### src/rtl/decode_pkg.sv
// Shared RV32I decode types: opcode map, instruction formats and the
// registered bundle handed to the register-file/execute stage.
package decode_pkg;

  localparam int XLEN   = 32;
  localparam int REG_AW = 5;
  localparam int PC_W   = 32;

  localparam logic [6:0] OP_LUI      = 7'b0110111;
  localparam logic [6:0] OP_AUIPC    = 7'b0010111;
  localparam logic [6:0] OP_JAL      = 7'b1101111;
  localparam logic [6:0] OP_JALR     = 7'b1100111;
  localparam logic [6:0] OP_BRANCH   = 7'b1100011;
  localparam logic [6:0] OP_LOAD     = 7'b0000011;
  localparam logic [6:0] OP_STORE    = 7'b0100011;
  localparam logic [6:0] OP_IMM      = 7'b0010011;
  localparam logic [6:0] OP_OP       = 7'b0110011;
  localparam logic [6:0] OP_MISC_MEM = 7'b0001111;
  localparam logic [6:0] OP_SYSTEM   = 7'b1110011;

  typedef enum logic [2:0] {
    FMT_R = 3'd0,
    FMT_I = 3'd1,
    FMT_S = 3'd2,
    FMT_B = 3'd3,
    FMT_U = 3'd4,
    FMT_J = 3'd5
  } fmt_e;

  typedef struct packed {
    logic [PC_W-1:0]   pc;
    logic [REG_AW-1:0] rs1;
    logic [REG_AW-1:0] rs2;
    logic [REG_AW-1:0] rd;
    logic [6:0]        opcode;
    logic [2:0]        funct3;
    logic [6:0]        funct7;
    logic [XLEN-1:0]   imm;
    fmt_e              fmt;
    logic              uses_rs1;
    logic              uses_rs2;
    logic              illegal;
  } dec_bundle_t;

endpackage

### src/rtl/decode_if.sv
// Fetch-side and execute-side handshakes of the decode stage in one bundle.
// slave = the decode stage, master = whoever drives fetch and consumes decode.
interface decode_if
  import decode_pkg::*;
#(
  parameter int INSTR_WIDTH   = 32,
  parameter int ADDRESS_WIDTH = 5,
  parameter int PC_WIDTH      = 32
);
  logic                     flush;
  logic                     in_valid;
  logic                     in_ready;
  logic [INSTR_WIDTH-1:0]   instr;
  logic [PC_WIDTH-1:0]      pc_in;
  logic                     out_valid;
  logic                     out_ready;
  logic [PC_WIDTH-1:0]      pc_out;
  logic [ADDRESS_WIDTH-1:0] rs1;
  logic [ADDRESS_WIDTH-1:0] rs2;
  logic [ADDRESS_WIDTH-1:0] rd;
  logic [6:0]               opcode;
  logic [2:0]               funct3;
  logic [6:0]               funct7;
  logic [31:0]              imm;
  fmt_e                     fmt;
  logic                     uses_rs1;
  logic                     uses_rs2;
  logic                     illegal;

  modport slave (
    input  flush, in_valid, instr, pc_in, out_ready,
    output in_ready, out_valid, pc_out, rs1, rs2, rd, opcode, funct3, funct7,
           imm, fmt, uses_rs1, uses_rs2, illegal
  );

  modport master (
    output flush, in_valid, instr, pc_in, out_ready,
    input  in_ready, out_valid, pc_out, rs1, rs2, rd, opcode, funct3, funct7,
           imm, fmt, uses_rs1, uses_rs2, illegal
  );
endinterface

### src/rtl/decode_stage_imm_gen.sv
// Combinational format classifier and immediate extractor for one RV32I word.
module imm_gen
  import decode_pkg::*;
(
  input  logic [31:0] instr,
  output logic [31:0] imm,
  output fmt_e        fmt,
  output logic        illegal,
  output logic        uses_rs1,
  output logic        uses_rs2
);

  always_comb begin
    imm     = '0;
    fmt     = FMT_R;
    illegal = 1'b0;
    unique case (instr[6:0])
      OP_LUI, OP_AUIPC: begin
        fmt = FMT_U;
        imm = {instr[31:12], 12'b0};
      end
      OP_JAL: begin
        fmt = FMT_J;
        imm = {{11{instr[31]}}, instr[31], instr[19:12], instr[20], instr[30:21], 1'b0};
      end
      OP_JALR, OP_LOAD, OP_IMM, OP_MISC_MEM, OP_SYSTEM: begin
        fmt = FMT_I;
        imm = {{20{instr[31]}}, instr[31:20]};
      end
      OP_STORE: begin
        fmt = FMT_S;
        imm = {{20{instr[31]}}, instr[31:25], instr[11:7]};
      end
      OP_BRANCH: begin
        fmt = FMT_B;
        imm = {{19{instr[31]}}, instr[31], instr[7], instr[30:25], instr[11:8], 1'b0};
      end
      OP_OP:   fmt = FMT_R;
      default: illegal = 1'b1;
    endcase
  end

  // Operand reads follow the format; an unrecognised opcode reads nothing.
  always_comb begin
    uses_rs1 = 1'b0;
    uses_rs2 = 1'b0;
    if (!illegal) begin
      unique case (fmt)
        FMT_R, FMT_S, FMT_B: begin
          uses_rs1 = 1'b1;
          uses_rs2 = 1'b1;
        end
        FMT_I:   uses_rs1 = 1'b1;
        default: ;
      endcase
    end
  end

endmodule

### src/rtl/decode_stage.sv
// Registered RV32I decode stage with a 2-entry skid buffer; in_ready is a
// state flop bit so out_ready never reaches it combinationally.
module decode_stage
  import decode_pkg::*;
(
  input logic     clk,
  input logic     rst_n,
  decode_if.slave bus
);

  // in_ready is ~state[1], out_valid is |state.
  typedef enum logic [1:0] {
    EMPTY = 2'b00,
    ONE   = 2'b01,
    TWO   = 2'b10
  } state_e;

  state_e      state, state_nx;
  dec_bundle_t dec, out_q, skid_q;
  logic        in_rdy, out_vld, in_xfer, out_xfer;
  logic [31:0] imm;
  fmt_e        fmt;
  logic        illegal, uses_rs1, uses_rs2;

  imm_gen u_imm_gen (
    .instr    (bus.instr),
    .imm      (imm),
    .fmt      (fmt),
    .illegal  (illegal),
    .uses_rs1 (uses_rs1),
    .uses_rs2 (uses_rs2)
  );

  always_comb begin
    dec          = '0;
    dec.pc       = bus.pc_in;
    dec.rs1      = bus.instr[19:15];
    dec.rs2      = bus.instr[24:20];
    dec.rd       = bus.instr[11:7];
    dec.opcode   = bus.instr[6:0];
    dec.funct3   = bus.instr[14:12];
    dec.funct7   = bus.instr[31:25];
    dec.imm      = imm;
    dec.fmt      = fmt;
    dec.uses_rs1 = uses_rs1;
    dec.uses_rs2 = uses_rs2;
    dec.illegal  = illegal;
  end

  // A flushed input never counts as a transfer, even with in_ready high.
  assign in_xfer  = bus.in_valid & in_rdy & ~bus.flush;
  assign out_xfer = out_vld & bus.out_ready;

  always_ff @(posedge clk) begin
    if (!rst_n) state <= EMPTY;
    else        state <= state_nx;
  end

  always_comb begin
    state_nx = state;
    if (bus.flush) begin
      state_nx = EMPTY;
    end else begin
      unique case (state)
        EMPTY: if (in_xfer) state_nx = ONE;
        ONE: begin
          if (in_xfer && !out_xfer)      state_nx = TWO;
          else if (!in_xfer && out_xfer) state_nx = EMPTY;
        end
        TWO:     if (out_xfer) state_nx = ONE;
        default: state_nx = EMPTY;
      endcase
    end
  end

  always_comb begin
    in_rdy  = ~state[1];
    out_vld = state[0] | state[1];
  end

  always_ff @(posedge clk) begin
    if (!rst_n) begin
      out_q  <= '0;
      skid_q <= '0;
    end else begin
      if (in_xfer && (state == EMPTY || (state == ONE && out_xfer)))
        out_q <= dec;
      else if (state == TWO && out_xfer)
        out_q <= skid_q;
      if (in_xfer && state == ONE && !out_xfer)
        skid_q <= dec;
    end
  end

  assign bus.in_ready  = in_rdy;
  assign bus.out_valid = out_vld;
  assign bus.pc_out    = out_q.pc;
  assign bus.rs1       = out_q.rs1;
  assign bus.rs2       = out_q.rs2;
  assign bus.rd        = out_q.rd;
  assign bus.opcode    = out_q.opcode;
  assign bus.funct3    = out_q.funct3;
  assign bus.funct7    = out_q.funct7;
  assign bus.imm       = out_q.imm;
  assign bus.fmt       = out_q.fmt;
  assign bus.uses_rs1  = out_q.uses_rs1;
  assign bus.uses_rs2  = out_q.uses_rs2;
  assign bus.illegal   = out_q.illegal;

endmodule

### src/flat_wrapper.sv
// flat-port wrapper written by rule: the top's interface ports become plain ports
module decode_stage_flat import decode_pkg::*;
  (clk, rst_n, bus_flush, bus_in_valid, bus_instr, bus_pc_in, bus_out_ready, bus_in_ready, bus_out_valid, bus_pc_out, bus_rs1, bus_rs2, bus_rd, bus_opcode, bus_funct3, bus_funct7, bus_imm, bus_fmt, bus_uses_rs1, bus_uses_rs2, bus_illegal);
  decode_if bus_i ();
  input logic clk;
  input logic rst_n;
  input wire logic [$bits(bus_i.flush)-1:0] bus_flush;
  input wire logic [$bits(bus_i.in_valid)-1:0] bus_in_valid;
  input wire logic [$bits(bus_i.instr)-1:0] bus_instr;
  input wire logic [$bits(bus_i.pc_in)-1:0] bus_pc_in;
  input wire logic [$bits(bus_i.out_ready)-1:0] bus_out_ready;
  output wire logic [$bits(bus_i.in_ready)-1:0] bus_in_ready;
  output wire logic [$bits(bus_i.out_valid)-1:0] bus_out_valid;
  output wire logic [$bits(bus_i.pc_out)-1:0] bus_pc_out;
  output wire logic [$bits(bus_i.rs1)-1:0] bus_rs1;
  output wire logic [$bits(bus_i.rs2)-1:0] bus_rs2;
  output wire logic [$bits(bus_i.rd)-1:0] bus_rd;
  output wire logic [$bits(bus_i.opcode)-1:0] bus_opcode;
  output wire logic [$bits(bus_i.funct3)-1:0] bus_funct3;
  output wire logic [$bits(bus_i.funct7)-1:0] bus_funct7;
  output wire logic [$bits(bus_i.imm)-1:0] bus_imm;
  output wire logic [$bits(bus_i.fmt)-1:0] bus_fmt;
  output wire logic [$bits(bus_i.uses_rs1)-1:0] bus_uses_rs1;
  output wire logic [$bits(bus_i.uses_rs2)-1:0] bus_uses_rs2;
  output wire logic [$bits(bus_i.illegal)-1:0] bus_illegal;
  assign bus_i.flush = bus_flush;
  assign bus_i.in_valid = bus_in_valid;
  assign bus_i.instr = bus_instr;
  assign bus_i.pc_in = bus_pc_in;
  assign bus_i.out_ready = bus_out_ready;
  assign bus_in_ready = bus_i.in_ready;
  assign bus_out_valid = bus_i.out_valid;
  assign bus_pc_out = bus_i.pc_out;
  assign bus_rs1 = bus_i.rs1;
  assign bus_rs2 = bus_i.rs2;
  assign bus_rd = bus_i.rd;
  assign bus_opcode = bus_i.opcode;
  assign bus_funct3 = bus_i.funct3;
  assign bus_funct7 = bus_i.funct7;
  assign bus_imm = bus_i.imm;
  assign bus_fmt = bus_i.fmt;
  assign bus_uses_rs1 = bus_i.uses_rs1;
  assign bus_uses_rs2 = bus_i.uses_rs2;
  assign bus_illegal = bus_i.illegal;
  decode_stage u_core (.clk(clk), .rst_n(rst_n), .bus(bus_i));
endmodule
### config.mk
export PLATFORM = sky130hd
export DESIGN_NAME = decode_stage_flat
export DESIGN_NICKNAME = d
export VERILOG_FILES = /design/src/rtl/decode_pkg.sv /design/src/rtl/decode_if.sv /design/src/rtl/decode_stage_imm_gen.sv /design/src/rtl/decode_stage.sv /design/src/flat_wrapper.sv
export SDC_FILE = /design/constraint.sdc
export NUM_CORES = 1
export LEC_CHECK = 0
export ABC_AREA = 1
export CAP_MARGIN = 20
export CELL_PAD_IN_SITES_DETAIL_PLACEMENT = 1
export CELL_PAD_IN_SITES_GLOBAL_PLACEMENT = 2
export CORE_MARGIN = 4
export CORE_UTILIZATION = 29
export DETAILED_ROUTE_END_ITERATION = 6
export GPL_ROUTABILITY_DRIVEN = 0
export MAX_ROUTING_LAYER = met4
export PLACE_DENSITY_LB_ADDON = 0.1
export SYNTH_ARGS = -nofsm -noshare
export SYNTH_HDL_FRONTEND = slang
export SYNTH_SLANG_ARGS = --single-unit
export TNS_END_PERCENT = 5
### constraint.sdc
create_clock -name clk -period 1.54 [get_ports clk]
set_input_delay 0.385 -clock clk [delete_from_list [all_inputs] [get_ports clk]]
set_output_delay 0.385 -clock clk [all_outputs]
set_load 0.01 [all_outputs]
==> metrics.yaml <==
outcome:
  status: "finished with violations"
  violations: "negative setup slack"
clock_network:
  cts_tree: "done"
  clkSinkCount: 206
  cts_buffers: 25
  clk-insertion-delay-late_ns: 0.52
  clock_tree.buffer_depth: 3
  ctsHoldBuffers: 0
  root_buffer: "clkbuf_16"
  clkTransAtPathRegs_ns: 0.06
  cts_max_level: 1
sta:
  fmax_mhz: 630
  final_hold_viol_count: 0
  final.setup_skew_ns: 0.0174
  maxSlewHeadroom_pct: 74.6
  setup_slack_ns: -0.0476
  fin_crit_sh_pct: 103
  min_period_ns: 1.59
  setup_violations: 3
  drv_slew: 0
  tightestPinTransition_ns: 0.381
  grt_setup_unrepaired: "true"
drt:
  wl_met3_um: 1130
  met2_length_um: 15700
  via_per_inst: 4.69
  drt_pass1_iterations: 4
  route.detailed.drc: 0
  wire_per_inst_um: 17.3
  ant_nets: 0
  route.vias.total: 8734
  top_layer_used: "met4"
  met1Wirelength_um: 14800
  wl_um: 32200
  drt_iter0_drc: 297
worst_setup_path:
  start_kind: "flip-flop"
  required_ns: 1.15
  crit_type: "flip-flop to output pin"
  r2r-start: "u_core.state[1]$_SDFFE_PP0P_"
  worstPathMaxFanout: 3
  worstSetupEndpointType: "output pin"
  critPathLaunch: "u_core.state[1]$_SDFFE_PP0P_"
  cp.arrival_ns: 1.20
logic_synthesis:
  synth_seq_area_share_pct: 46.9
  synth_edf_count: 0
  syn-num-nets: 1297
  yosysWarnings: 0
  syn-cell-area_um2: 8790
  synthArstFlopShare_pct: 0
  syn-mean-instance-area_um2: 7.16
  synth_top_area_share_pct: 46.9
  syn_inst: 1228
  synth_cell_type_count: 32
  synthTopCellsByArea: "dfxtp_1, nand2_1, nor2_1"
  ys_ff_latch: 206
  synth_ff_type: "dfxtp_1"
  yosys.area.top_type: "dfxtp_1"
run:
  drv_cap: 0
placed_design:
  portBuffers: 172
  post-dp-hpwl_um: 21700
  place_area_um2: 11700
  dp.cells: 1806
  dp_slack_ns: -0.617
global_route:
  antenna_found_initial: 0
  grt_pass1_vias: 8811
  grt_use_total_pct: 18.6
  grt_max_degree: 40
  globalRouteOverflowTotal: 0
  grt_pass1_wl_um: 49100
cells_and_area:
  nNetsFinal: 1522
  ff_latch_area_um2: 4150
  stdcell_area_um2: 12800
  antenna_cells: 0
  final_common_cell: "nand2_1"
  drive_above_1_share_pct: 19.2
  mostFrequentLayoutCells: "nand2_1, dfxtp_1, nor2_1"
  instances_no_fill: 1862
  multi_input_area_um2: 4030
  syn_to_final_growth_pct: 45.8
  fillers: 3607
hold_path:
  hp-class: "input port to flip-flop"
  min_from: "bus_instr[6]"
floorplan:
  start_util_pct: 29.5
  boundaryPins: 173
  fp.dieH_um: 182
  rows: 63
  die_w_um: 182
  design.die.area_um2: 33200
  core_area_um2: 29800
power_and_ir_drop:
  power_density_nw_per_um2: 999
  ir_worst_vdd_mv: 0.664
  report.power.total_uw: 12800
  p_leak_uw: 0.00549
## where the power goes
part           switching, uW  total (uW)  internal (uW)
logic                    752        1440            688
clock network           2310        5780           3470
registers               94.3        5590           5490
total                   3160       12800           9650
## synth_stat cells, types with 2 or more instances
library cell	number
a211oi_1	3
a21oi_1	71
a31oi_1	57
buf_2	31
buf_4	15
buf_6	3
clkbuf_1	34
dfxtp_1	206
inv_1	83
inv_2	9
nand2_1	332
nand2_2	8
nand3_1	57
nand4_1	3
nand4_2	8
nor2_1	181
nor2_4	4
nor2_8	2
nor3_4	2
o211ai_1	2
o21ai_0	90
o21ai_1	12
o21bai_1	6
## cells by family (layout without fill, tap and decap cells)
group	count (synthesis)	count (layout)	synth area share, %
DFF	206	206	46.9
buffers and inverters	177	421	8.91
xor gates and xnor gates	1	1	0.0997
and+or+nand+nor	602	602	29.0
AOI/OAI and AO/OA	242	242	15.0
## flip-flops by register name (all words and copies together) (netlist names)
signal,cells
u_core.bus.uses_rs2,1
u_core.bus.uses_rs1,1
u_core.bus.fmt,3
u_core.bus.funct3,3
u_core.bus.opcode,7
u_core.bus.funct7,7
u_core.state,2
u_core.skid_q,102
u_core.bus.rs1,5
u_core.bus.rs2,5
u_core.bus.imm,32
u_core.bus.pc_out,32
u_core.bus.rd,5
u_core.bus.illegal,1
## routing by layer
| metal | track usage, % | vias to the layer above |
|---|---|---|
| li1 | - | 4397 |
| met1 | 24.0 | 4160 |
| met2 | 31.7 | 146 |
| met3 | 2.33 | 31 |
| met4 | 3.60 | 0 |
| met5 | - | - |
## final timing paths
check | endpoint | slack (ns) | cells past startpoint
hold reg to reg | u_core.bus.funct7[4]$_SDFFE_PN0P_ | 0.46 | 2
setup / recovery | bus_in_ready | -0.05 | 3
hold / removal | u_core.bus.opcode[6]$_SDFFE_PN0P_ | 0.20 | 3
setup reg to reg | u_core.bus.fmt[2]$_SDFFE_PN0P_ | -0.01 | 9
## through the flow
step	util [%]	setup TNS [ns]	hold slack, ns
detailed placement	39.4	-103.04	0.460
global route	43.0	-6.22	0.231
CTS	42.1	-1.33	0.309
global placement	39.4	-99.48	0.455
finish	43.0	-0.0658	0.199
floorplan	-	0	0.445
## final cells by class
class                   count  area share (%)
clock inverters             4           0.185
inverters                  92            2.82
multi-input cells         845            31.4
flip-flops and latches    206            32.4
well taps                 390            3.81
repair buffers            283            23.2
clock buffers              42            6.16
## worst max-delay path: stages (launching register included)
cell and delay, ns:
dfxtp_4 0.38, inv_4 0.05, buf_4 0.13, buf_6 0.11
## what timing repair did
item	4_1_cts	5_1_grt
endpoints found under the hold margin	0	0
resized for setup	217	119
pin swaps	2	32
setup endpoints to repair	230	234
cloned	0	4
setup buffers	0	6
Note: power is estimated with default switching activity, not from simulation.
